File: src/rtl/rc6_pkg.sv
// Shared constants, FSM state type and byte-select helper for the RC6 block
// unpacker (and the future packer).
package rc6_pkg;

  localparam int RC6_BLK_W = 128;
  localparam int RC6_BYTES = 16;

  typedef enum logic {
    EMPTY  = 1'b0,
    STREAM = 1'b1
  } rc6_state_e;

  // Byte 0 is the most significant byte of the block.
  function automatic logic [7:0] rc6_byte_sel(input logic [RC6_BLK_W-1:0] blk,
                                              input logic [3:0]           idx);
    logic [6:0] base;
    base = {~idx, 3'b000};
    return blk[base +: 8];
  endfunction

endpackage

File: src/rtl/rc6_block_unpacker_if.sv
// Block-in / byte-out bus for rc6_block_unpacker.
// RC6_UNPACK_CNT_EN adds the emitted-block and dropped-block counters.
interface rc6_block_unpacker_if;
  import rc6_pkg::*;

  logic [RC6_BLK_W-1:0] i_din;
  logic                 i_din_en;
  logic [7:0]           o_byte;
  logic                 o_byte_en;
  logic                 i_byte_rdy;
  logic                 o_full;
  logic                 o_ovf;
  logic                 o_busy;
`ifdef RC6_UNPACK_CNT_EN
  logic [31:0]          o_blk_cnt;
  logic [15:0]          o_drop_cnt;
`endif

  modport slave (
    input  i_din, i_din_en, i_byte_rdy,
`ifdef RC6_UNPACK_CNT_EN
    output o_blk_cnt, o_drop_cnt,
`endif
    output o_byte, o_byte_en, o_full, o_ovf, o_busy
  );

  modport master (
    output i_din, i_din_en, i_byte_rdy,
`ifdef RC6_UNPACK_CNT_EN
    input  o_blk_cnt, o_drop_cnt,
`endif
    input  o_byte, o_byte_en, o_full, o_ovf, o_busy
  );

endinterface

File: src/rtl/rc6_blk_fifo.sv
// DEPTH x DW synchronous block FIFO with combinational head read.
// A pop and push in the same cycle are allowed when full.
module rc6_blk_fifo #(
  parameter int DEPTH = 2,
  parameter int DW    = 128,
  localparam int AW   = $clog2(DEPTH),
  localparam int CW   = AW + 1
) (
  input  logic          i_clk,
  input  logic          i_rst,
  input  logic          push,
  input  logic [DW-1:0] din,
  input  logic          pop,
  output logic [DW-1:0] head,
  output logic [CW-1:0] count,
  output logic          full
);

  localparam logic [CW-1:0] FULL_CNT = CW'(DEPTH);

  logic [DW-1:0] mem [DEPTH];
  logic [AW-1:0] wr_ptr;
  logic [AW-1:0] rd_ptr;

  always_ff @(posedge i_clk) begin
    if (push) mem[wr_ptr] <= din;
  end

  always_ff @(posedge i_clk) begin
    if (i_rst) begin
      wr_ptr <= '0;
      rd_ptr <= '0;
      count  <= '0;
    end else begin
      if (push) wr_ptr <= wr_ptr + 1'b1;
      if (pop)  rd_ptr <= rd_ptr + 1'b1;
      case ({push, pop})
        2'b10:   count <= count + 1'b1;
        2'b01:   count <= count - 1'b1;
        default: count <= count;
      endcase
    end
  end

  assign head = mem[rd_ptr];
  assign full = (count == FULL_CNT);

endmodule

File: src/rtl/rc6_block_unpacker.sv
// Serialises 128-bit rc6_core result blocks into an MSB-first byte stream.
// RC6_UNPACK_CNT_EN adds o_blk_cnt (pops) and o_drop_cnt (saturating drops).
//
//   state  | meaning
//   EMPTY  | no block queued, o_byte_en low
//   STREAM | head block being emitted byte by byte
module rc6_block_unpacker
  import rc6_pkg::*;
#(
  parameter int DEPTH = 2,
  parameter int DW    = RC6_BLK_W
) (
  input  logic                 i_clk,
  input  logic                 i_rst,
  rc6_block_unpacker_if.slave  bus
);

  localparam int CW = $clog2(DEPTH) + 1;
  localparam logic [CW-1:0] ONE_CNT = CW'(1);

  rc6_state_e    state;
  logic [3:0]    idx;
  logic          ovf;
  logic          push;
  logic          pop;
  logic          drop;
  logic          fifo_full;
  logic [CW-1:0] count;
  logic [DW-1:0] head;

  assign pop  = (state == STREAM) && bus.i_byte_rdy && (idx == 4'hF);
  // A pop frees the slot before the push lands, so a full FIFO still accepts.
  assign push = bus.i_din_en && (!fifo_full || pop);
  assign drop = bus.i_din_en && !push;

  rc6_blk_fifo #(.DEPTH(DEPTH), .DW(DW)) u_fifo (
    .i_clk (i_clk),
    .i_rst (i_rst),
    .push  (push),
    .din   (bus.i_din),
    .pop   (pop),
    .head  (head),
    .count (count),
    .full  (fifo_full)
  );

  always_ff @(posedge i_clk) begin
    if (i_rst) begin
      state <= EMPTY;
      idx   <= 4'h0;
      ovf   <= 1'b0;
    end else begin
      if (drop) ovf <= 1'b1;
      case (state)
        EMPTY: begin
          idx <= 4'h0;
          if (push) state <= STREAM;
        end
        STREAM: begin
          if (bus.i_byte_rdy) idx <= idx + 4'h1;
          if (pop && (count == ONE_CNT) && !push) state <= EMPTY;
        end
        default: state <= EMPTY;
      endcase
    end
  end

`ifdef RC6_UNPACK_CNT_EN
  logic [31:0] blk_cnt;
  logic [15:0] drop_cnt;

  always_ff @(posedge i_clk) begin
    if (i_rst) begin
      blk_cnt  <= '0;
      drop_cnt <= '0;
    end else begin
      if (pop) blk_cnt <= blk_cnt + 32'd1;
      if (drop && (drop_cnt != 16'hFFFF)) drop_cnt <= drop_cnt + 16'd1;
    end
  end

  assign bus.o_blk_cnt  = blk_cnt;
  assign bus.o_drop_cnt = drop_cnt;
`endif

  assign bus.o_byte_en = (state == STREAM);
  assign bus.o_busy    = (state == STREAM);
  assign bus.o_byte    = (state == STREAM) ? rc6_byte_sel(head, idx) : 8'h00;
  assign bus.o_full    = fifo_full;
  assign bus.o_ovf     = ovf;

endmodule

File: src/flat_wrapper.sv
// flat-port wrapper written by rule: the top's interface ports become plain ports
module rc6_block_unpacker_flat import rc6_pkg::*;
#(
  parameter int DEPTH = 2,
  parameter int DW    = RC6_BLK_W
)
  (i_clk, i_rst, bus_i_din, bus_i_din_en, bus_i_byte_rdy, bus_o_byte, bus_o_byte_en, bus_o_full, bus_o_ovf, bus_o_busy);
  rc6_block_unpacker_if bus_i ();
  input  logic i_clk;
  input  logic i_rst;
  input wire logic [$bits(bus_i.i_din)-1:0] bus_i_din;
  input wire logic [$bits(bus_i.i_din_en)-1:0] bus_i_din_en;
  input wire logic [$bits(bus_i.i_byte_rdy)-1:0] bus_i_byte_rdy;
  output wire logic [$bits(bus_i.o_byte)-1:0] bus_o_byte;
  output wire logic [$bits(bus_i.o_byte_en)-1:0] bus_o_byte_en;
  output wire logic [$bits(bus_i.o_full)-1:0] bus_o_full;
  output wire logic [$bits(bus_i.o_ovf)-1:0] bus_o_ovf;
  output wire logic [$bits(bus_i.o_busy)-1:0] bus_o_busy;
  assign bus_i.i_din = bus_i_din;
  assign bus_i.i_din_en = bus_i_din_en;
  assign bus_i.i_byte_rdy = bus_i_byte_rdy;
  assign bus_o_byte = bus_i.o_byte;
  assign bus_o_byte_en = bus_i.o_byte_en;
  assign bus_o_full = bus_i.o_full;
  assign bus_o_ovf = bus_i.o_ovf;
  assign bus_o_busy = bus_i.o_busy;
  rc6_block_unpacker #(.DEPTH(DEPTH), .DW(DW)) u_core (.i_clk(i_clk), .i_rst(i_rst), .bus(bus_i));
endmodule
File: config.mk
export PLATFORM = sky130hd
export DESIGN_NAME = rc6_block_unpacker_flat
export DESIGN_NICKNAME = d
export VERILOG_FILES = /design/src/rtl/rc6_pkg.sv /design/src/rtl/rc6_block_unpacker_if.sv /design/src/rtl/rc6_blk_fifo.sv /design/src/rtl/rc6_block_unpacker.sv /design/src/flat_wrapper.sv
export SDC_FILE = /design/constraint.sdc
export NUM_CORES = 1
export LEC_CHECK = 0
export CORE_MARGIN = 3
export CORE_UTILIZATION = 54
export CTS_CLUSTER_SIZE = 12
export DETAILED_ROUTE_END_ITERATION = 12
export HOLD_SLACK_MARGIN = 0.08
export PLACE_DENSITY = 0.83
export SLEW_MARGIN = 15
export SYNTH_ARGS = -nofsm -noshare
export SYNTH_HDL_FRONTEND = slang
export SYNTH_SLANG_ARGS = --single-unit
export TNS_END_PERCENT = 100
File: constraint.sdc
create_clock -name i_clk -period 18.1 [get_ports i_clk]
set_input_delay 3.62 -clock i_clk [delete_from_list [all_inputs] [get_ports i_clk]]
set_output_delay 3.62 -clock i_clk [all_outputs]
set_load 0.03 [all_outputs]
==> impl_metrics.env, run 1 <==
export IMPL_status="completed"
export IMPL_clock_sinks=267
export IMPL_path_delay_family="buffers and inverters"
export IMPL_synth_top_family_by_area="multiplexers"
export IMPL_ys_seq_elements=267
export IMPL_cp_required_ns=14.48
export IMPL_fillers=1179
export IMPL_cts_tree="built"
export IMPL_die_x_um=145
export IMPL_endpoint_kind="output pin"
export IMPL_synth_nets=597
export IMPL_utilization_pct=68.0
export IMPL_vias=5221
export IMPL_finalWeightedCongestion=0.775
export IMPL_cp_slowest_stage_delay_ns=0.77
export IMPL_multi_input_area_um2=2320
export IMPL_skew_ns=0.0137
export IMPL_drv_slew=0
export IMPL_firstDrtPassIters=5
export IMPL_timing_max_cap_violations=0
export IMPL_power_density_nw_per_um2=102
export IMPL_place_hpwl_um=13900
export IMPL_cts_hold_buf=0
export IMPL_post_cts_buffers=0
export IMPL_drt_wl_total_um=20900
export IMPL_layout_setup_ws_ns=10.53
export IMPL_synthSimpleGateAreaFrac_pct=1.63
export IMPL_num_rows=50
export IMPL_diodes=0
export IMPL_power_mw=1.31
export IMPL_period_minus_slack_ns=7.57
export IMPL_pre_cts_ws_ns=11.02
export IMPL_ir_worst_vdd_uv=72.7
export IMPL_path_cells="buf_4 -> mux4_1 -> mux2_2 -> o221ai_1 -> a31oi_1 -> clkdlybuf4s50_1"
export IMPL_globalRoute_totalOverflow=0
export IMPL_grt_max_degree=95
export IMPL_leakagePower_nw=4.09
export IMPL_fmax_ghz=0.132
export IMPL_layout_cells_non_filler=888
export IMPL_post_route_period_util_pct=41.8
export IMPL_initial_utilization_pct=55.4
export IMPL_synth_fa_ha_area_share_pct=0.360
export IMPL_die_h_um=145
export IMPL_regArea_um2=7910
export IMPL_synth_cells=462
export IMPL_via_per_inst=5.88
export IMPL_grt_antenna_before_repair=0
export IMPL_drtAntennaViolNets=0
export IMPL_nets=749
export IMPL_synthDistinctLibCells=38
export IMPL_whs_ns=0.513
export IMPL_placement_io_buffers=143
export IMPL_worst_setup_path_start_kind="flop"
export IMPL_ys_seq_area_share_pct=75.8
export IMPL_avgSynthCellArea_um2=22.6
export IMPL_maxSlewHeadroom_pct=26.5
export IMPL_drive_above_1_share_pct=17.4
export IMPL_clk_path_buf_depth=3
export IMPL_clk_latency_ns=0.52
export IMPL_setup_violations=0
export IMPL_wl_per_cell_um=23.6
export IMPL_fin_area_um2=12800
export IMPL_core_area_um2=18800
export IMPL_drtIter0Drc=457
export IMPL_cp_arrival_ns=3.95
export IMPL_crit_slowest_cell="buf_4"
export IMPL_final_cell_mix="edfxtp_1, clkdlybuf4s50_1, mux4_2, clkbuf_16, mux4_1"
export IMPL_worstSetupPathType="flop to output pin"
export IMPL_track_usage_pct=19.9
export IMPL_place_area_um2=12100
export IMPL_synthMuxAreaShare_pct=17.5
export IMPL_drc=0
export IMPL_netlist_area_um2=10400
export IMPL_mostFrequentLayoutCell="edfxtp_1"
export IMPL_clkTransAtPathRegs_ns=0.06
export IMPL_yosysWarnings=0
export IMPL_clock_root_buffer="clkbuf_16"
export IMPL_grt_pass1_wl_um=32300
export IMPL_finalHoldViolCount=0
export IMPL_cts_inserted_buffers=27
export IMPL_dpl_cell_count=845
export IMPL_rsz0062_at_grt="no"
export IMPL_cts_resized=0
export IMPL_grt_pass1_vias=5661
export IMPL_synth_xor_area_share_pct=0.336
export IMPL_area_delta_synth_final_pct=22.7
export IMPL_finalSetupTns_ns=0
export IMPL_io_pin_count=144
export IMPL_tightest_slew_ns=1.10
export IMPL_hp_class="flop to flop"
export IMPL_path_buf_inv=2
export IMPL_ctsHtreeMaxLevel=1
export IMPL_cp_max_fo=50
export IMPL_die_area_um2=21000
export IMPL_synth_compound_area_share_pct=2.35
metal layers:
metal | vias to the layer above | track usage (%) | wire length [um]
met5 | - | 0 | 0
met4 | 0 | 4.75 | 396
met3 | 38 | 3.47 | 1250
met2 | 198 | 33.3 | 10700
met1 | 2720 | 27.9 | 8590
li1 | 2265 | - | -
registers in the layout, indices dropped and copies added, names as in the netlist, named ones only:
signal                cells
u_core.bus.o_busy         1
u_core.bus.o_ovf          1
u_core.idx                4
u_core.u_fifo.count       2
u_core.u_fifo.mem       256
u_core.u_fifo.rd_ptr      1
u_core.u_fifo.wr_ptr      1
worst reg2reg max path, delay by kind of cell (launching register included):
kind,cells,cell delay (ns)
AO/OA/AOI/OAI,1,0.21
adder cells (fa/ha/maj),1,0.29
buffers and inverters,3,2.01
flip-flops,1,0.67
AND/OR/NAND/NOR,2,0.74
final cells by class:
class / instances / area share, %
clock buffers: 39 / 5.71
clock inverters: 4 / 0.166
inverters: 6 / 0.195
multi-input cells: 164 / 18.1
flip-flops and latches: 267 / 61.8
well taps: 260 / 2.54
repair buffers: 148 / 11.5
power breakdown:
group	internal [mW]	total, mW	switching [mW]
clock	0.276	0.483	0.207
sequential	0.720	0.732	0.0114
combinational	0.0513	0.0971	0.0459
synthesized netlist by cell type (all sizes together):
library cell / n / area share [%]
o21a: 1 / 0.072
and2b: 1 / 0.072
buf: 22 / 1.6
o21ai: 1 / 0.048
nor3: 3 / 0.14
and4: 1 / 0.084
a31oi: 7 / 0.42
or2b: 1 / 0.072
dfxtp: 11 / 2.1
nand2: 4 / 0.14
nor2: 9 / 0.32
mux2: 20 / 2.2
o221ai: 8 / 0.67
a31o: 1 / 0.084
nor3b: 1 / 0.072
or3: 1 / 0.060
inv: 6 / 0.22
edfxtp: 256 / 74
a21boi: 1 / 0.072
mux4: 65 / 15
xor2: 2 / 0.17
nand2b: 2 / 0.12
or2: 5 / 0.30
and2: 1 / 0.060
a22oi: 7 / 0.50
a211oi: 2 / 0.14
mux2i: 5 / 0.48
xnor2: 2 / 0.17
clkdlybuf4s25: 1 / 0.096
ha: 3 / 0.36
nand4: 2 / 0.12
nor2b: 1 / 0.060
a21oi: 7 / 0.34
clkbuf: 2 / 0.096
final timing paths:
path | start | end | slack, ns | cells past startpoint
worst max-delay path | flop | bus_o_byte[1] | 10.53 | 6
worst min-delay path | u_core.bus.o_ovf | u_core.bus.o_ovf | 0.51 | 2
worst max register to register | u_core.idx[1] | u_core.u_fifo.mem[0][94] | 13.73 | 7
worst min register to register | u_core.bus.o_ovf | u_core.bus.o_ovf | 0.51 | 2
cell families (layout without fill, tap and decap cells):
| family | after synthesis | in the layout |
|---|---|---|
| flops | 267 | 267 |
| mux | 90 | 90 |
| compound gates | 35 | 35 |
| simple gates | 32 | 32 |
| buf+inv | 31 | 197 |
| xor+xnor | 4 | 4 |
| fa+ha+maj | 3 | 3 |
(Power assumes the default switching activity.)
==> run 2: changes to the inputs <==
--- a/config.mk
+++ b/config.mk
@@ -6,11 +6,11 @@
 export NUM_CORES = 1
 export LEC_CHECK = 0
 export CORE_MARGIN = 3
-export CORE_UTILIZATION = 54
+export CORE_UTILIZATION = 49
 export CTS_CLUSTER_SIZE = 12
 export DETAILED_ROUTE_END_ITERATION = 12
 export HOLD_SLACK_MARGIN = 0.08
-export PLACE_DENSITY = 0.83
+export PLACE_DENSITY = 0.79
 export SLEW_MARGIN = 15
 export SYNTH_ARGS = -nofsm -noshare
 export SYNTH_HDL_FRONTEND = slang
==> constraint.sdc (replaced) <==
create_clock -name i_clk -period 6.6 [get_ports i_clk]
set_input_delay 1.32 -clock i_clk [delete_from_list [all_inputs] [get_ports i_clk]]
set_output_delay 1.32 -clock i_clk [all_outputs]
set_load 0.03 [all_outputs]
==> impl_metrics.env, run 2 (synthesized netlist as in run 1, its figures left out) <==
export IMPL_io_pin_count=144
export IMPL_whs_path_depth=2
export IMPL_grt_antenna_before_repair=0
export IMPL_p_sw_mw=0.746
export IMPL_status="completed"
export IMPL_die_x_um=152
export IMPL_die_area_um2=23100
export IMPL_globalRoute_totalOverflow=0
export IMPL_cp_arrival_ns=3.60
export IMPL_path_delay_family="buffers and inverters"
export IMPL_endpoint_kind="output pin"
export IMPL_post_route_period_util_pct=74.5
export IMPL_combPwrFrac_pct=7.3
export IMPL_maxSlewHeadroom_pct=28.9
export IMPL_hp_class="flop to flop"
export IMPL_swShare_pct=20.2
export IMPL_tightest_slew_ns=1.07
export IMPL_cp_slowest_stage_delay_ns=0.80
export IMPL_via_per_inst=5.71
export IMPL_pre_cts_ws_ns=2.14
export IMPL_holdPathEnd="u_core.bus.o_ovf"
export IMPL_p_seq_share_pct=54.4
export IMPL_layout_setup_ws_ns=1.68
export IMPL_period_minus_slack_ns=4.92
export IMPL_ir_worst_vdd_uv=192
export IMPL_post_cts_buffers=0
export IMPL_dpl_cell_count=856
export IMPL_power_internal_mw=2.94
export IMPL_drtAntennaViolNets=0
export IMPL_cp_required_ns=5.28
export IMPL_cts_resized=0
export IMPL_clockPowerShare_pct=38.3
export IMPL_mostFrequentLayoutCell="edfxtp_1"
export IMPL_clk_path_buf_depth=3
export IMPL_fin_area_um2=12900
export IMPL_crit_slowest_cell="dfxtp_4"
export IMPL_num_rows=52
export IMPL_die_h_um=152
export IMPL_layout_cells_non_filler=906
export IMPL_r2r_end="u_core.u_fifo.mem[0][119]"
export IMPL_clock_sinks=267
export IMPL_finalHoldViolCount=0
export IMPL_area_delta_synth_final_pct=23.8
export IMPL_timing_max_cap_violations=0
export IMPL_skew_ns=0.00916
export IMPL_diodes=0
export IMPL_min_from="u_core.bus.o_ovf"
export IMPL_cts_tree="built"
export IMPL_drc=0
export IMPL_worstSetupPathType="flop to output pin"
export IMPL_largest_reg_flops=256
export IMPL_grt_max_degree=66
export IMPL_final_cell_mix="edfxtp_1, clkdlybuf4s50_1, mux4_2, clkbuf_16, mux4_1"
export IMPL_finalWeightedCongestion=0.755
export IMPL_whs_ns=0.487
export IMPL_path_buf_inv=2
export IMPL_setup_violations=0
export IMPL_drt_wl_total_um=21100
export IMPL_rr_worst_depth=6
export IMPL_clkTransAtPathRegs_ns=0.06
export IMPL_r2r_slack_ns=2.76
export IMPL_power_mw=3.69
export IMPL_cp_max_fo=39
export IMPL_rsz0062_at_grt="no"
export IMPL_r2r_start="u_core.idx[0]"
export IMPL_initial_utilization_pct=50.8
export IMPL_wl_per_cell_um=23.3
export IMPL_power_density_nw_per_um2=285
export IMPL_clock_root_buffer="clkbuf_16"
export IMPL_clk_latency_ns=0.52
export IMPL_firstDrtPassIters=4
export IMPL_grt_pass1_wl_um=32300
export IMPL_top_register="u_core.u_fifo.mem"
export IMPL_nets=751
export IMPL_vias=5175
export IMPL_placement_io_buffers=143
export IMPL_fillers=1433
export IMPL_ctsHtreeMaxLevel=1
export IMPL_drtIter0Drc=368
export IMPL_drv_slew=0
export IMPL_place_hpwl_um=13500
export IMPL_leakagePower_nw=4.14
export IMPL_drive_above_1_share_pct=18.1
export IMPL_place_area_um2=12100
export IMPL_finalSetupTns_ns=0
export IMPL_grt_pass1_vias=5595
export IMPL_cts_hold_buf=0
export IMPL_reg_top3="u_core.u_fifo.mem x256, u_core.idx x4, u_core.u_fifo.count x2"
export IMPL_core_area_um2=20600
export IMPL_utilization_pct=62.9
export IMPL_track_usage_pct=17.9
export IMPL_fmax_ghz=0.203
export IMPL_worst_setup_path_start_kind="flop"
export IMPL_cts_inserted_buffers=28
export IMPL_path_cells="buf_4 -> mux4_2 -> mux2_2 -> nand2_1 -> a31oi_1 -> clkdlybuf4s50_1"
run 2: how the worst max path moves through the flow:
stage                                          to  slack [ns]  cells past startpoint
after CTS                           bus_o_byte[2]        1.58                      6
after global routing                bus_o_byte[2]        1.45                      6
after detailed placement            bus_o_byte[2]        2.14                      6
after global placement              bus_o_byte[2]        2.16                      6
after floorplan           u_core.u_fifo.mem[1][0]        1.06                      3
final                               bus_o_byte[2]        1.68                      6
run 2: metal layers:
| layer | vias to the layer above | GRT usage (%) | wire length (um) |
|---|---|---|---|
| li1 | 2284 | - | - |
| met1 | 2651 | 25.4 | 8940 |
| met2 | 200 | 28.0 | 10300 |
| met3 | 40 | 3.38 | 1190 |
| met4 | 0 | 6.72 | 669 |
| met5 | - | 0 | 0 |
run 2: power groups by stage:
stage	registers (mW)	clock network [mW]	logic (mW)
floorplan	2.04	0	0.127
global placement	2.03	0	0.259
detailed placement	2.04	0	0.268
CTS	2.01	1.44	0.270
global route	2.01	1.53	0.285
finish	2.01	1.41	0.268
run 2: worst reg2reg max path: stages, from the launching register on:
cell and delay (ns):
dfxtp_2 1.03, ha_1 0.33, and4_1 0.29, a21boi_0 0.24
or3_1 0.46, inv_4 0.60, buf_12 0.50
run 2: cell type report:
type                       instances  area, um2  area share [%]
multi-input combinational        164       2320            18.0
inverter                           6       25.0           0.194
timing repair buffer             149       1490            11.5
tap                              270        338            2.61
clock inverter                     9       42.5           0.329
clock buffer                      41        791            6.12
sequential                       267       7910            61.2
==> run 3: changes to the inputs <==
--- a/config.mk
+++ b/config.mk
@@ -6,11 +6,11 @@
 export NUM_CORES = 1
 export LEC_CHECK = 0
 export CORE_MARGIN = 3
-export CORE_UTILIZATION = 49
+export CORE_UTILIZATION = 54
 export CTS_CLUSTER_SIZE = 12
 export DETAILED_ROUTE_END_ITERATION = 12
 export HOLD_SLACK_MARGIN = 0.08
-export PLACE_DENSITY = 0.79
+export PLACE_DENSITY = 0.83
 export SLEW_MARGIN = 15
 export SYNTH_ARGS = -nofsm -noshare
 export SYNTH_HDL_FRONTEND = slang
==> constraint.sdc (replaced) <==
create_clock -name i_clk -period 4.7 [get_ports i_clk]
set_input_delay 0.94 -clock i_clk [delete_from_list [all_inputs] [get_ports i_clk]]
set_output_delay 0.94 -clock i_clk [all_outputs]
set_load 0.03 [all_outputs]
==> impl_metrics.env, run 3 (synthesized netlist as in run 1, its figures left out) <==
export IMPL_vias=5226
export IMPL_clkTransAtPathRegs_ns=0.06
export IMPL_worst_setup_path_start_kind="flop"
export IMPL_fillers=1157
export IMPL_power_mw=5.15
export IMPL_grt_max_degree=85
export IMPL_clk_latency_ns=0.53
export IMPL_cp_arrival_ns=3.32
export IMPL_reg_top3="u_core.u_fifo.mem x256, u_core.idx x4, u_core.u_fifo.count x2"
export IMPL_die_x_um=145
export IMPL_finalHoldViolCount=0
export IMPL_drc=0
export IMPL_core_area_um2=18800
export IMPL_cts_resized=0
export IMPL_cts_tree="built"
export IMPL_clk_path_buf_depth=3
export IMPL_nets=758
export IMPL_period_minus_slack_ns=4.26
export IMPL_track_usage_pct=20.0
export IMPL_grt_pass1_wl_um=32700
export IMPL_power_density_nw_per_um2=397
export IMPL_num_rows=50
export IMPL_placement_io_buffers=143
export IMPL_grt_antenna_before_repair=0
export IMPL_mostFrequentLayoutCell="edfxtp_1"
export IMPL_tightest_slew_ns=0.824
export IMPL_place_hpwl_um=13800
export IMPL_die_area_um2=21000
export IMPL_cts_inserted_buffers=27
export IMPL_top_register="u_core.u_fifo.mem"
export IMPL_drv_slew=0
export IMPL_drtAntennaViolNets=0
export IMPL_pre_cts_ws_ns=0.960
export IMPL_finalWeightedCongestion=0.738
export IMPL_ir_worst_vdd_uv=324
export IMPL_clock_sinks=267
export IMPL_layout_setup_ws_ns=0.441
export IMPL_cp_required_ns=3.76
export IMPL_r2r_slack_ns=1.23
export IMPL_die_h_um=145
export IMPL_largest_reg_flops=256
export IMPL_diodes=0
export IMPL_drive_above_1_share_pct=19.0
export IMPL_post_cts_buffers=0
export IMPL_via_per_inst=5.82
export IMPL_hp_class="flop to flop"
export IMPL_timing_max_cap_violations=0
export IMPL_post_route_period_util_pct=90.6
export IMPL_firstDrtPassIters=5
export IMPL_ctsHtreeMaxLevel=1
export IMPL_drtIter0Drc=499
export IMPL_wl_per_cell_um=23.5
export IMPL_rsz0062_at_grt="no"
export IMPL_globalRoute_totalOverflow=0
export IMPL_status="completed"
export IMPL_layout_cells_non_filler=898
export IMPL_leakagePower_nw=4.17
export IMPL_skew_ns=0.0173
export IMPL_drt_wl_total_um=21100
export IMPL_endpoint_kind="output pin"
export IMPL_maxSlewHeadroom_pct=45.0
export IMPL_grt_pass1_vias=5873
export IMPL_clock_root_buffer="clkbuf_16"
export IMPL_final_cell_mix="edfxtp_1, clkdlybuf4s50_1, mux4_2, clkbuf_16, mux4_1"
export IMPL_area_delta_synth_final_pct=24.3
export IMPL_setup_violations=0
export IMPL_cts_hold_buf=0
export IMPL_dpl_cell_count=854
export IMPL_io_pin_count=144
export IMPL_cp_max_fo=20
export IMPL_initial_utilization_pct=55.4
export IMPL_worstSetupPathType="flop to output pin"
export IMPL_fmax_ghz=0.235
[run 3: changes by cell type in the layout (fill, tap and decap cells not counted), moves of 2 or more]
cell / previous run / this run
buf_4: 5 / 11
clkinv_1: 4 / 1
clkinv_2: 4 / 1
clkbuf_16: 29 / 27
buf_12: 1 / 3
[run 3: metal layers]
metal	track usage, %	routed length [um]	part of all wire, %	vias to the layer above
li1	-	-	-	2300
met1	27.3	8530	40	2660
met2	33.1	10500	50	220
met3	4.00	1460	6.9	46
met4	6.46	613	2.9	0
met5	0	0	0	-
[run 3: layout make-up]
| class | instances | area, um2 | area share, % |
|---|---|---|---|
| clock inverters | 4 | 47.5 | 0.367 |
| repair buffers | 157 | 1570 | 12.1 |
| clock buffers | 40 | 744 | 5.74 |
| inverters | 6 | 25.0 | 0.193 |
| multi-input cells | 164 | 2340 | 18.0 |
| well taps | 260 | 325 | 2.51 |
| flip-flops and latches | 267 | 7910 | 61.0 |
[run 3: where the power goes]
group	internal (mW)	switching (mW)	total [mW]
combinational	0.206	0.182	0.388
clock	1.14	0.811	1.95
sequential	2.77	0.0442	2.82
[run 3: worst max-delay path, cell delays in order (launching register included)]
cell and delay, ns:
dfxtp_4 0.59, buf_4 0.37, mux4_1 0.60, mux2_2 0.27
o221ai_1 0.26, a31oi_1 0.09, clkdlybuf4s50_1 0.61
[run 3: final timing paths]
check / start / end / depth (start not counted)
worst max-delay path: flop / bus_o_byte[2] / 6
worst min-delay path: u_core.bus.o_ovf / u_core.bus.o_ovf / 2
worst max register to register: u_core.idx[0] / u_core.u_fifo.mem[0][68] / 7
worst min register to register: u_core.bus.o_ovf / u_core.bus.o_ovf / 2
[run 3: stage by stage]
stage | hold WS [ns] | TNS [ns] | instance area [um2] | utilization, %
floorplan | 0.463 | -34.45 | 10500 | -
global placement | 0.470 | 0 | 12200 | 64.7
detailed placement | 0.501 | 0 | 12200 | 64.7
CTS | 0.514 | 0 | 13000 | 68.9
global route | 0.539 | 0 | 13000 | 68.9
finish | 0.513 | 0 | 13000 | 68.9
==> RTL change, RTL diff (settings of run 3) <==
`DEPTH` is set to 2 in 3 places; all go to 4.
--- a/src/rtl/rc6_blk_fifo.sv
+++ b/src/rtl/rc6_blk_fifo.sv
@@ -2,5 +2,5 @@
 // A pop and push in the same cycle are allowed when full.
 module rc6_blk_fifo #(
-  parameter int DEPTH = 2,
+  parameter int DEPTH = 4,
   parameter int DW    = 128,
   localparam int AW   = $clog2(DEPTH),
--- a/src/rtl/rc6_block_unpacker.sv
+++ b/src/rtl/rc6_block_unpacker.sv
@@ -8,5 +8,5 @@
   import rc6_pkg::*;
 #(
-  parameter int DEPTH = 2,
+  parameter int DEPTH = 4,
   parameter int DW    = RC6_BLK_W
 ) (
--- a/src/flat_wrapper.sv
+++ b/src/flat_wrapper.sv
@@ -2,5 +2,5 @@
 module rc6_block_unpacker_flat import rc6_pkg::*;
 #(
-  parameter int DEPTH = 2,
+  parameter int DEPTH = 4,
   parameter int DW    = RC6_BLK_W
 )
Formal check against the unedited RTL: not equivalent (a bounded check fails within 4 cycles, from zero or initial values and one cycle with i_rst high).
==> RTL change against run 3 <==
- sequential cell count rose by 260
- largest power group unchanged
- total power up 91%
- worst setup slack got worse by 0.20 ns
- design area increased by 85%
- non-clock buffer count rose by 22
- highest routed layer unchanged
- routed wire length rose by 110%
- maximum frequency is 4.5% lower
- die area grew 90%
- synthesized area is 94% higher
==> RTL change: results <==
export IMPL_nets=1235
export IMPL_synth_cell_types=39
export IMPL_slowest_stage="dfxtp_4"
export IMPL_fin_skew_ns=0.0229
export IMPL_switchingPower_w=0.00200
export IMPL_h_tree_depth=2
export IMPL_first_iter_violations=1235
export IMPL_pre_cts_ws_ns=0.726
export IMPL_drive_above_1_share_pct=20.6
export IMPL_antenna_found_initial=3
export IMPL_place_congestion=0.783
export IMPL_met2_length_mm=22.6
export IMPL_reg2reg_slack_ns=0.97
export IMPL_grt_pass1_wl_mm=65.5
export IMPL_p_leak_nw=7.46
export IMPL_dp_hpwl_mm=27.6
export IMPL_status="completed"
export IMPL_drt_met1_wl_mm=17.1
export IMPL_synth_nets=1049
export IMPL_reg_top3="u_core.u_fifo.mem (512), u_core.idx (4), u_core.u_fifo.count (3)"
export IMPL_grt_pass1_vias=10365
export IMPL_synth_edf_count=512
export IMPL_cts_buffers=52
export IMPL_holdWs_ns=0.478
export IMPL_max_stage_delay_ns=0.75
export IMPL_dr_wl_met3_mm=3.69
export IMPL_reg2reg_to="u_core.u_fifo.mem[0][64]"
export IMPL_max_vdd_ir_drop_uv=312
-- RTL change: final cells by class --
| cell class | count | area share (%) |
|---|---|---|
| clock buffer | 78 | 5.96 |
| inverter | 8 | 0.125 |
| multi-input combinational | 326 | 17.9 |
| timing repair buffer | 179 | 7.98 |
| antenna | 4 | 0.0417 |
| clock inverter | 7 | 0.245 |
| sequential | 527 | 65.4 |
| tap | 468 | 2.44 |
-- RTL change: power by group through the flow --
stage | logic (W) | registers, W | clock network, W
after global routing | 0.000672 | 0.00549 | 0.00394
after CTS | 0.000638 | 0.00548 | 0.00376
final | 0.000634 | 0.00548 | 0.00371
after floorplan | 0.000296 | 0.00556 | 0
after global placement | 0.000614 | 0.00555 | 0
after detailed placement | 0.000630 | 0.00557 | 0
-- RTL change: per-layer routing --
metal  vias up  global-route usage (%)
li1       4222                       -
met1      5234                    31.6
met2       499                    36.4
met3        75                    4.28
met4         0                    7.19
met5         -                       0
-- RTL change: per-stage QoR --
stage	instance area, um^2	utilization, %	cells
after CTS	24000	65.1	1591
final	24000	65.3	1597
after global routing	24000	65.2	1594
after detailed placement	22500	61.1	1506
after floorplan	20300	-	908
after global placement	22500	61.1	1506
-- RTL change: cell families after synthesis --
| family | synth area share, % |
|---|---|
| xor gates and xnor gates | 0.259 |
| adders and majority gates | 0.556 |
| buffers and inverters | 1.51 |
| AOI/OAI and AO/OA | 2.59 |
| and+or+nand+nor | 1.88 |
| muxes | 15.8 |
| DFF | 77.4 |
-- RTL change: timing repair --
action / in CTS / in global routing
gates resized for setup: 0 / 1
endpoints found under the setup margin: 0 / 5
setup buffers: 0 / 2
-- RTL change: how the worst max path moves through the flow --
stage                   startpoint                       end  cells after the start
global route              register             bus_o_byte[6]                      7
finish               u_core.idx[0]             bus_o_byte[0]                      5
floorplan           bus_i_byte_rdy   u_core.u_fifo.mem[0][0]                      4
CTS                       register             bus_o_byte[6]                      7
detailed placement  bus_i_byte_rdy  u_core.u_fifo.mem[0][89]                      6
global placement     u_core.idx[2]             bus_o_byte[2]                      6
-- RTL change: worst min-delay path, stage by stage (launching register included) --
cell and delay, ns:
dfxtp_1 0.33, a21oi_1 0.05, nor2_1 0.07
